<file path="src/rtl/three_or_pkg.sv">
// Shared defaults and helpers for the three_or registered OR/NOR block.
package three_or_pkg;

    localparam int W_DEF     = 1;
    localparam int SYNC_DEF  = 0;
    localparam int CNT_W_DEF = 8;

    // Increment that sticks at the all-ones value of a width-bit counter.
    function automatic logic [31:0] sat_inc(input logic [31:0] value, input int width);
        logic [31:0] max_val;
        max_val = (width >= 32) ? 32'hFFFF_FFFF : ((32'd1 << width) - 32'd1);
        return (value >= max_val) ? max_val : value + 32'd1;
    endfunction

endpackage

</file>
<file path="src/rtl/three_or_sync.sv">
// Width x stages flop chain used to bring level inputs into the clk domain.
module three_or_sync #(
    parameter int W      = 1,
    parameter int STAGES = 2
) (
    input  logic         clk,
    input  logic         rst,
    input  logic [W-1:0] d,
    output logic [W-1:0] q
);

    generate
        if (STAGES == 0) begin : g_bypass
            assign q = d;
        end else begin : g_chain
            logic [STAGES-1:0][W-1:0] chain;

            always_ff @(posedge clk) begin
                if (rst) begin
                    chain <= '0;
                end else begin
                    chain[0] <= d;
                    for (int i = 1; i < STAGES; i++) chain[i] <= chain[i-1];
                end
            end

            assign q = chain[STAGES-1];
        end
    endgenerate

endmodule

</file>
<file path="src/rtl/three_or.sv">
// Registered bitwise OR/NOR of three level inputs with optional input
// synchronizers and a saturating rise counter on D[0].
module three_or
    import three_or_pkg::*;
#(
    parameter int W           = W_DEF,
    parameter int SYNC_STAGES = SYNC_DEF,
    parameter int CNT_W       = CNT_W_DEF
) (
    input  logic             clk,
    input  logic             rst,
    input  logic [W-1:0]     A,
    input  logic [W-1:0]     B,
    input  logic [W-1:0]     C,
    output logic [W-1:0]     D,
    output logic [W-1:0]     E,
    output logic [CNT_W-1:0] d_rises,
    input  logic             cnt_clr
);

    logic [W-1:0] sync_a, sync_b, sync_c;
    logic [W-1:0] comb;

    three_or_sync #(.W(W), .STAGES(SYNC_STAGES)) u_sync_a (.clk(clk), .rst(rst), .d(A), .q(sync_a));
    three_or_sync #(.W(W), .STAGES(SYNC_STAGES)) u_sync_b (.clk(clk), .rst(rst), .d(B), .q(sync_b));
    three_or_sync #(.W(W), .STAGES(SYNC_STAGES)) u_sync_c (.clk(clk), .rst(rst), .d(C), .q(sync_c));

    assign comb = sync_a | sync_b | sync_c;

    // The rise is judged against the registered D[0], so the edge that
    // leaves reset only counts if D[0] genuinely goes 0->1.
    always_ff @(posedge clk) begin
        if (rst) begin
            D       <= '0;
            E       <= '1;
            d_rises <= '0;
        end else begin
            D <= comb;
            E <= ~comb;
            if (cnt_clr)
                d_rises <= '0;
            else if (!D[0] && comb[0])
                d_rises <= CNT_W'(sat_inc(32'(d_rises), CNT_W));
        end
    end

endmodule

</file>
<file path="config.mk">
export PLATFORM = sky130hd
export DESIGN_NAME = three_or
export DESIGN_NICKNAME = d
export VERILOG_FILES = /design/src/rtl/three_or_pkg.sv /design/src/rtl/three_or_sync.sv /design/src/rtl/three_or.sv
export SDC_FILE = /design/constraint.sdc
export NUM_CORES = 1
export LEC_CHECK = 0
export CAP_MARGIN = 20
export CORE_AREA = 2 2 39 41
export CTS_CLUSTER_DIAMETER = 60
export DETAILED_ROUTE_END_ITERATION = 8
export DIE_AREA = 0 0 41 43
export HOLD_SLACK_MARGIN = 0.05
export SLEW_MARGIN = 30
export SYNTH_ARGS = -nofsm -noshare
export SYNTH_HDL_FRONTEND = slang
export SYNTH_SLANG_ARGS = --single-unit
</file>
<file path="constraint.sdc">
create_clock -name clk -period 2.2 [get_ports clk]
set_clock_uncertainty 0.15 [all_clocks]
set_input_delay 0.44 -clock clk [delete_from_list [all_inputs] [get_ports clk]]
set_output_delay 0.44 -clock clk [all_outputs]
set_load 0.02 [all_outputs]
</file>
==> results.md <==
* Result of the run: finished, final reports clean
* Clock insertion delay at the later pin of the skew report at 0.25 ns
* Most frequent cells in the layout: sky130_fd_sc_hd__clkdlybuf4s50_1, sky130_fd_sc_hd__dfxtp_1, sky130_fd_sc_hd__a21oi_1
* Wire length of the first global-routing pass at 1340 um
* Initial core utilization at 34.0%
* Port Buf Inserts at 15
* Setup repair after global routing missed its margin: false
* Total of max-cap violations at 0
* Worst min path class: reg2reg
* Critical path's top delay family: buffers and inverters
* Setup violations, final at 0
* CTS tree: done
* CP bufs+invs at 1
* Hold Crit Depth at 2
* Clock tree root driver cell: sky130_fd_sc_hd__clkbuf_4
* Die width at ~41 um
* Ports placed on the boundary at 16
* Fill cells at 127
* Placed inst area at 631 um^2
* Reg-to-reg critical path startpoint: d_rises[0]
* Number of cells on the worst reg-to-reg path at 4
* Setup fix buffers added after clock tree synthesis at 0
* Net count after synthesis at 53
* Mean instance size in the synthesized netlist at 10.2 um^2
* H-tree Lvls at 1
* CTS Hold Buffers Added at 0
* Total count of max-transition violations in the final report at 0
* Leftover overflow at the end of global routing at 0
* Die outline height at approximately 43 um
* Maximum number of pins on one net before global-route repair at 9
* Number of global-route vias before repair at 338
* Number of antenna violations at the first check in global routing at 0
* Ratio of cells with drive above 1 in the final layout at 12.7%
* Maximum clock path buffer count at 2
* GRT Overall Usage at 11.4%
* Standard cell with the maximum stage delay on the critical path: sky130_fd_sc_hd__clkdlybuf4s50_1
* CTS Sinks at 10
* Clk slew on worst S/H paths at about 0.060 ns
* Static Leakage at around 0.26 nW
* Flop2flop setup slack at roughly 0.73 ns
* Slew @ Worst Pin at between 0.3 and 0.4 ns
* Number of gates resized after cts at 0
* Slew headroom at 77.8%
* Cell accounting for the most synthesized area: sky130_fd_sc_hd__dfxtp_1
* Capturing element type of the critical path: output port
* Biggest area contributors in the synthesized netlist: sky130_fd_sc_hd__dfxtp_1, sky130_fd_sc_hd__xnor2_1, sky130_fd_sc_hd__a21oi_1, sky130_fd_sc_hd__nand3b_4, sky130_fd_sc_hd__nor3b_4
* Placeable core area at 1380 um^2
* Avg WL per Cell at about 11 um
* Die Outline Area at 1760 um^2
* Peak supply drop at 0.324 mV
* Sink of the worst hold path: d_rises[6]
* Synth warnings at 0
* Upper clock frequency limit at between 0.5 and 0.6 GHz
* Count of final hold-check violations at 0
* Critical path required time at 1.61 ns
* Number of antenna cells inserted at 0
* Area growth from synthesis to layout at 38.8%
* Reg-to-reg critical path endpoint: d_rises[6]
* Data arrival, critical path at ~1.3 ns
* Final std cell area, no fill at 653 um^2
* Sequential share of the synthesized area at 42.6%
* Setup TNS at 0 ns
* Number of DRC violations after detailed-routing iteration 0 at 6
* Critical path class: reg2out
* DR pass1 iterations at 4
* Leading cell type in the layout, fill and taps excluded: sky130_fd_sc_hd__clkdlybuf4s50_1
* Final clock period utilization by the worst path at 87.6%
* Num CTS Buffers at 3
* CP peak stage delay at roughly 0.65 ns
* Detail Route Antenna Nets at 0
* Post-synthesis cell type count at 20
* Total via count in the routed design at 390
* Post-synthesis instance area at between 400 and 500 um^2
* DRC violation count after routing at 0
* Final weighted congestion in routability-driven placement at 0.772
* Synthesized instance count at 46
* Area share of the largest cell type after synthesis at 42.6%
* PD cells at 526 nW/um^2
* Flip-flop and latch count after synthesis at 10
* Site Rows at 14
* Post-layout minimum cycle time at 1.93 ns
* Total wire length after detailed routing at approximately 850 um
* Cell Chain, Critical Path: clkdlybuf4s50_1
* Final net count at 72
* Type of origin of the critical path: flop
* Hold Path Origin: d_rises[7]
* Vias per cell at 4.94
* Maximum net fanout on the critical path at 4
-- per-layer routing --
metal	share of wire [%]	global-route usage [%]
met3	8.2	4.19
met4	2.5	8.00
met2	43	15.6
met5	0	0
met1	46	14.0
-- power by group --
part	internal, mW	leakage (nW)	switching [mW]
Combinational	0.0212	0.164	0.0160
Sequential	0.185	0.0815	0.00441
Clock	0.0628	0.0138	0.0544
-- through the flow --
step	power, mW	cells	setup WS [ns]	hold slack [ns]	utilization, %
after floorplan	0.212	46	0.684	0.410	-
after global routing	0.361	79	0.247	0.402	47.2
after global placement	0.231	76	0.220	0.352	45.6
after detailed placement	0.231	76	0.203	0.361	45.6
final	0.344	79	0.272	0.364	47.2
after CTS	0.347	79	0.265	0.368	47.2
-- final cells by class --
type / count / area [um^2] / area share (%)
timing repair buffer: 15 / 150 / 23.0
inverter: 2 / 7.51 / 1.15
clock buffer: 3 / 22.5 / 3.45
tap: 16 / 20.0 / 3.07
sequential: 10 / 200 / 30.7
multi-input combinational: 33 / 253 / 38.7
-- worst max path at each step --
| stage | depth (start not counted) | startpoint | end |
|---|---|---|---|
| 2_1_floorplan | 4 | d_rises[0] | d_rises[6] |
| 3_3_place_gp | 5 | B | d_rises[1] |
| 3_5_place_dp | 5 | B | d_rises[4] |
| 4_1_cts | 1 | d_rises[2] | d_rises[2] |
| 5_1_grt | 1 | d_rises[3] | d_rises[3] |
| 6_report | 1 | d_rises[2] | d_rises[2] |
-- cells by family after synthesis --
kind of cell	Yosys count	share of synthesized area [%]
AND/OR/NAND/NOR	17	29.0
flip-flops	10	42.6
AO/OA/AOI/OAI	9	10.6
XOR/XNOR	5	9.31
buffers and inverters	3	3.72
multiplexers	1	2.13
adder cells (fa/ha/maj)	1	2.66
-- registers in the layout (all words and copies together) (netlist names) --
register	flops
D	1
E	1
d_rises	8
-- synthesized netlist by cell type --
cell type,number
sky130_fd_sc_hd__nor3_1,3
sky130_fd_sc_hd__a311oi_1,1
sky130_fd_sc_hd__xnor2_1,5
sky130_fd_sc_hd__nor3b_1,1
sky130_fd_sc_hd__and3_1,2
sky130_fd_sc_hd__ha_1,1
sky130_fd_sc_hd__nand3_1,2
sky130_fd_sc_hd__mux2i_1,1
sky130_fd_sc_hd__and4b_1,1
sky130_fd_sc_hd__nand3b_4,1
sky130_fd_sc_hd__nor3_4,1
sky130_fd_sc_hd__a21oi_1,7
sky130_fd_sc_hd__inv_1,2
sky130_fd_sc_hd__nor2_1,2
sky130_fd_sc_hd__a31oi_1,1
sky130_fd_sc_hd__or2_2,2
sky130_fd_sc_hd__nor3b_4,1
sky130_fd_sc_hd__nand4_1,1
sky130_fd_sc_hd__dfxtp_1,10
sky130_fd_sc_hd__clkdlybuf4s18_2,1
-- worst min-delay path, stage by stage (launching register included) --
cell                       delay, ns
sky130_fd_sc_hd__dfxtp_1        0.34
sky130_fd_sc_hd__inv_1          0.06
sky130_fd_sc_hd__a311oi_1       0.06
No activity file was read; power rests on OpenSTA's default activity.
